**config.mk**
```make
export PLATFORM = sky130hd
export DESIGN_NAME = mp5_phantom_map
export DESIGN_NICKNAME = d
export VERILOG_FILES = /design/src/rtl/mp5_phantom_map.sv
export SDC_FILE = /design/constraint.sdc
export NUM_CORES = 1
export LEC_CHECK = 0
export ABC_AREA = 1
export CAP_MARGIN = 20
export CORE_UTILIZATION = 50
export CTS_CLUSTER_DIAMETER = 50
export DETAILED_ROUTE_END_ITERATION = 8
export PLACE_DENSITY_LB_ADDON = 0.05
export SETUP_SLACK_MARGIN = 0.2
export SLEW_MARGIN = 20
export SYNTH_ARGS = -nofsm -noshare
export SYNTH_HDL_FRONTEND = slang
export SYNTH_SLANG_ARGS = --single-unit
```
**constraint.sdc**
```tcl
create_clock -name clk -period 3 [get_ports clk]
set_input_delay 0.75 -clock clk [delete_from_list [all_inputs] [get_ports clk]]
set_output_delay 0.75 -clock clk [all_outputs]
set_load 0.005 [all_outputs]
```
**src/rtl/mp5_phantom_map.sv**
```systemverilog
// mp5_phantom_map: records phantom (id -> fifo, slot) reports and turns the matching real packet
// into a held insert request for the stage. Statistics counters are built only with MP5_MAP_STATS_EN.
package mp5_phantom_map_pkg;
  typedef struct packed {
    logic [15:0] id;
    logic [31:0] data;
  } Packet;
endpackage

module mp5_phantom_map
  import mp5_phantom_map_pkg::*;
#(
  parameter int NUM_PIPELINES = 8,
  parameter int FIFO_SIZE     = 8,
  parameter int MAP_DEPTH     = 64
) (
  input  logic                             clk,
  input  logic                             rst,
  input  logic                             rec_valid,
  input  logic [15:0]                      rec_id,
  input  logic [$clog2(NUM_PIPELINES)-1:0] rec_fifo_id,
  input  logic [$clog2(FIFO_SIZE)-1:0]     rec_addr,
  input  logic                             lkp_valid,
  output logic                             lkp_ready,
  input  Packet                            lkp_pkt,
  input  logic                             push_busy,
  output logic                             insert_out,
  output logic [$clog2(NUM_PIPELINES)-1:0] fifo_id_out,
  output logic [$clog2(FIFO_SIZE)-1:0]     addr_out,
  output Packet                            pkt_out,
  output logic                             miss_out,
  output logic [31:0]                      hit_cnt,
  output logic [31:0]                      miss_cnt,
  output logic [31:0]                      coll_cnt
);

  localparam int FW    = $clog2(NUM_PIPELINES);
  localparam int AW    = $clog2(FIFO_SIZE);
  localparam int IDX_W = $clog2(MAP_DEPTH);
  // A full 16-bit index leaves no tag bits; keep one constant-zero bit so every tag matches.
  localparam int TAG_W = (IDX_W < 16) ? 16 - IDX_W : 1;

  localparam logic [0:0] ST_IDLE = 1'b0;
  localparam logic [0:0] ST_HOLD = 1'b1;

  function automatic logic [TAG_W-1:0] tag_of(input logic [15:0] id);
    logic [16:0] ext;
    ext = {1'b0, id} >> IDX_W;
    return ext[TAG_W-1:0];
  endfunction

  logic [MAP_DEPTH-1:0] entry_valid;
  logic [TAG_W-1:0]     entry_tag  [MAP_DEPTH];
  logic [FW-1:0]        entry_fifo [MAP_DEPTH];
  logic [AW-1:0]        entry_addr [MAP_DEPTH];

  logic [0:0]       state;
  logic [IDX_W-1:0] rec_idx;
  logic [IDX_W-1:0] lkp_idx;
  logic             accept;
  logic             hit;
  logic             miss;

  assign rec_idx    = rec_id[IDX_W-1:0];
  assign lkp_idx    = lkp_pkt.id[IDX_W-1:0];
  assign lkp_ready  = (state == ST_IDLE) || !push_busy;
  assign accept     = lkp_valid && lkp_ready;
  assign hit        = accept && entry_valid[lkp_idx] && (entry_tag[lkp_idx] == tag_of(lkp_pkt.id));
  assign miss       = accept && !hit;
  assign insert_out = (state == ST_HOLD);

  // The record set comes after the hit clear so a same-index record write wins.
  always_ff @(posedge clk) begin
    if (rst) begin
      entry_valid <= '0;
      state       <= ST_IDLE;
      miss_out    <= 1'b0;
      fifo_id_out <= '0;
      addr_out    <= '0;
      pkt_out     <= '0;
    end else begin
      miss_out <= miss;
      if (hit) begin
        entry_valid[lkp_idx] <= 1'b0;
        state                <= ST_HOLD;
        fifo_id_out          <= entry_fifo[lkp_idx];
        addr_out             <= entry_addr[lkp_idx];
        pkt_out              <= lkp_pkt;
      end else if ((state == ST_HOLD) && !push_busy) begin
        state <= ST_IDLE;
      end
      if (rec_valid) begin
        entry_valid[rec_idx] <= 1'b1;
      end
    end
  end

  always_ff @(posedge clk) begin
    if (!rst && rec_valid) begin
      entry_tag[rec_idx]  <= tag_of(rec_id);
      entry_fifo[rec_idx] <= rec_fifo_id;
      entry_addr[rec_idx] <= rec_addr;
    end
  end

`ifdef MP5_MAP_STATS_EN
  logic        coll;
  logic [31:0] hit_q;
  logic [31:0] miss_q;
  logic [31:0] coll_q;

  assign coll = rec_valid && entry_valid[rec_idx] && (entry_tag[rec_idx] != tag_of(rec_id));

  // Saturating counters: they stick at all-ones rather than wrapping.
  always_ff @(posedge clk) begin
    if (rst) begin
      hit_q  <= '0;
      miss_q <= '0;
      coll_q <= '0;
    end else begin
      if (hit && (hit_q != 32'hFFFF_FFFF)) hit_q <= hit_q + 32'd1;
      if (miss && (miss_q != 32'hFFFF_FFFF)) miss_q <= miss_q + 32'd1;
      if (coll && (coll_q != 32'hFFFF_FFFF)) coll_q <= coll_q + 32'd1;
    end
  end

  assign hit_cnt  = hit_q;
  assign miss_cnt = miss_q;
  assign coll_cnt = coll_q;
`else
  assign hit_cnt  = '0;
  assign miss_cnt = '0;
  assign coll_cnt = '0;
`endif

endmodule
```
==> results of run 1 <==
## final cells by class
type	instances	area, sq um
Clock inverter	72	830
Multi-Input combinational cell	2700	12400
Sequential cell	1144	33200
Fill cell	7507	34400
Clock buffer	174	3760
Tap cell	1265	1580
Inverter	543	2070
Timing Repair Buffer	603	7070
## sequential cells by signal (all words and copies together) (netlist names)
name,count
addr_out,3
entry_addr,192
entry_fifo,192
entry_tag,640
entry_valid,64
fifo_id_out,3
insert_out,1
miss_out,1
pkt_out,48
## cells in the final DEF (no fill, tap or decap), types with 27 or more instances in the layout
cell,count
nand2_1,1356
edfxtp_1,1024
inv_1,530
nor2_1,403
buf_4,286
nand3_1,210
clkbuf_16,162
buf_12,135
o21ai_0,121
dfxtp_1,120
clkdlybuf4s50_1,108
conb_1,96
o211ai_1,62
nor2_2,60
o21ai_1,59
nand4_1,46
a22oi_1,36
nand3_2,35
or2_2,27
nand2_2,27
## where the power goes
group,switching (mW),leakage [nW],internal (mW)
Combinational,1.59,11.8,0.823
Sequential,0.0143,10.2,17.4
Clock,6.63,2.23,10.2
## repair_timing
item                                    4_1_cts  5_1_grt
endpoints found under the setup margin      120      120
pin swaps                                     8       50
gates resized for setup                      38      171
gates cloned                                  4       22
buffers inserted                              8       24
## metal layers
| layer | part of all wire | track usage |
|---|---|---|
| met5 | 0 | 0 |
| met4 | 0.039 | 0.114 |
| met2 | 0.47 | 0.489 |
| met3 | 0.080 | 0.0505 |
| met1 | 0.41 | 0.425 |
## worst max path at each step
stage | endpoint | from | cells after the start | slack, ns
after floorplan | entry_valid[54] | lkp_pkt[32] | 21 | 0.18
after global placement | entry_valid[20] | lkp_pkt[32] | 21 | -0.90
after detailed placement | entry_valid[46] | lkp_pkt[32] | 21 | -0.89
after CTS | pkt_out[15] | lkp_pkt[32] | 21 | 0.16
after global routing | pkt_out[20] | lkp_pkt[32] | 23 | -0.01
final | pkt_out[1] | lkp_pkt[32] | 22 | 0.08
## worst reg2reg max path: stages (launching register included)
cell	delay [ns]
edfxtp_1	0.36
inv_1	0.06
nand2_1	0.04
nand3_1	0.09
nand2_1	0.14
o21ai_0	0.26
buf_4	0.15
nand2_1	0.05
nor2_1	0.10
buf_4	0.12
nand2_2	0.05
nand2_1	0.08
nand2_2	0.06
nor2_1	0.08
nand2_1	0.11
nor2_4	0.16
buf_12	0.14
nand2_8	0.11
clkbuf_16	0.22
nor2_1	0.12
nor2_1	0.07
## logic make-up after synthesis
group / after synthesis
AOI/OAI and AO/OA: 363
buffers and inverters: 850
DFF: 1144
other: 1
and+or+nand+nor: 2240
## stage by stage
| step | setup slack (ns) | instance area [sq um] |
|---|---|---|
| 2_1_floorplan | 0.185 | 48600 |
| 3_3_place_gp | -0.901 | 54600 |
| 3_5_place_dp | -0.888 | 54600 |
| 4_1_cts | 0.156 | 59500 |
| 5_1_grt | -0.0127 | 60900 |
| 6_report | 0.0832 | 60900 |
==> results.sh, run 1 <==
export IMPL_ios=228
export IMPL_ant_nets=0
export IMPL_layout_nets=5203
export IMPL_finalPower_mw=36.7
export IMPL_status="complete, no violations"
export IMPL_io_buffers=131
export IMPL_first_global_vias=32100
export IMPL_area_growth_pct=26.2
export IMPL_r2r_start="entry_tag[53][5]"
export IMPL_dp_hpwl_microns=97300
export IMPL_min_from="pkt_out[40]"
export IMPL_clock_sinks=1144
export IMPL_path_common_cell="nand2_1"
export IMPL_die_w_microns=313
export IMPL_synth_yosys_warnings=0
export IMPL_max_cap_violations=0
export IMPL_syn_area_sq_mm=0.0482
export IMPL_rows=113
export IMPL_synth_ff_type="edfxtp_1"
export IMPL_powerDensity_mw_per_mm2=602
export IMPL_grt_usage=0.307
export IMPL_grt_pass1_wl_microns=217000
export IMPL_finClkSkew_ns=0.0354
export IMPL_critPathKind="primary input to flip-flop"
export IMPL_end_kind="flip-flop"
export IMPL_drive_gt1_frac=0.174
export IMPL_ys_types=37
export IMPL_drc=0
export IMPL_r2r_slack_ns=0.34
export IMPL_htree_num_levels=4
export IMPL_path_buf_inv=7
export IMPL_clock_latency_ns=0.76
export IMPL_slowest_stage="or2_0"
export IMPL_drv_slew=0
export IMPL_cts_path_max_buffers=3
export IMPL_postCtsHoldBufs=0
export IMPL_setup_viol=0
export IMPL_peakVddDrop_uv=526
export IMPL_crit_chain="buf_16 -> buf_16 -> buf_16 -> buf_16 -> buf_12 -> or2_0 -> nand3_1 -> nand2_1 -> o21ai_2 -> nand2_2 -> nor2_2 -> nand2_1 -> nand2_1 -> nand2_1 -> nor2_1 -> nand2_1 -> nor2_4 -> buf_12 -> nand2_8 -> clkbuf_16 -> nor2_1 -> nor2_1"
export IMPL_leakage_nw=24.2
export IMPL_root_buffer="clkbuf_16"
export IMPL_gp_congestion=0.945
export IMPL_netlist_instances=4598
export IMPL_synth_common_cells="nand2_1 (1388), edfxtp_1 (1024), inv_1 (533)"
export IMPL_yosysTopAreaCellShare=0.638
export IMPL_grt_antenna_before_repair=2
export IMPL_die_h_microns=313
export IMPL_synthMostInstantiatedCell="nand2_1"
export IMPL_n_antenna_cell=0
export IMPL_relSlewSlack=0.401
export IMPL_worstPathRequired_ns=3.63
export IMPL_critPathLaunchType="primary input"
export IMPL_cp_max_fo=16
export IMPL_instances_no_fill=6501
export IMPL_grt_max_degree=66
export IMPL_hold_slack_ns=0.508
export IMPL_dieArea_sq_mm=0.0977
export IMPL_core_area_sq_mm=0.0953
export IMPL_synth_top_family_by_area="simple AND/OR/NAND/NOR gates"
export IMPL_synth_edf_count=1024
export IMPL_vias_per_cell=5.36
export IMPL_rsz0062_at_grt="true"
export IMPL_drt_first_pass_iters=6
export IMPL_crit_family="simple AND/OR/NAND/NOR gates"
export IMPL_min_path_type="flip-flop to flip-flop"
export IMPL_min_to="pkt_out[40]"
export IMPL_r2r_end="pkt_out[1]"
export IMPL_numCtsBuffers=136
export IMPL_fin_crit_sh=0.972
export IMPL_synth_area_leaders="edfxtp_1 (64%), nand2_1 (11%), dfxtp_1 (5.0%)"
export IMPL_synth_compound_area_frac=0.0467
export IMPL_vias=34800
export IMPL_async_reset_ff_frac=0
export IMPL_yosys_area_top_type="edfxtp_1"
export IMPL_cts_tree="done"
export IMPL_holdPathStages=4
export IMPL_clk_pin_slew_ns=0.06
export IMPL_synthMuxAreaShare=0
export IMPL_postLayoutCoreUtil=0.639
export IMPL_yosys_area_share_simple=0.188
export IMPL_r2r_cells=20
export IMPL_detail_route_iter0_violations=4096
export IMPL_hold_viol=0
export IMPL_synth_xor_area_frac=0
export IMPL_period_needed_ns=2.92
export IMPL_arrival_ns=3.54
export IMPL_wl_microns=155000
export IMPL_setup_tns_ns=0
export IMPL_initial_core_util=0.506
export IMPL_wl_per_cell_microns=23.8
export IMPL_max_stage_delay_ns=0.21
export IMPL_gr_total_overflow=0
export IMPL_ys_seq_area_frac=0.688
export IMPL_dp_cells=6197
export IMPL_fmax_mhz=343
export IMPL_max_slew_worst_pin_slew_ns=0.898
export IMPL_syn_area_per_cell_sq_um=10.5
export IMPL_ys_seq_elements=1144
export IMPL_synthAdderAreaFrac=0
Note: power is estimated with default switching activity, not from simulation.
==> run 2, diff against run 1 <==
--- a/config.mk
+++ b/config.mk
@@ -12,7 +12,6 @@
 export DETAILED_ROUTE_END_ITERATION = 8
 export PLACE_DENSITY_LB_ADDON = 0.05
 export SETUP_SLACK_MARGIN = 0.2
-export SLEW_MARGIN = 20
 export SYNTH_ARGS = -nofsm -noshare
 export SYNTH_HDL_FRONTEND = slang
 export SYNTH_SLANG_ARGS = --single-unit
==> results of run 2 <==
Final layout, timing and power as in run 1 (identical DEF).
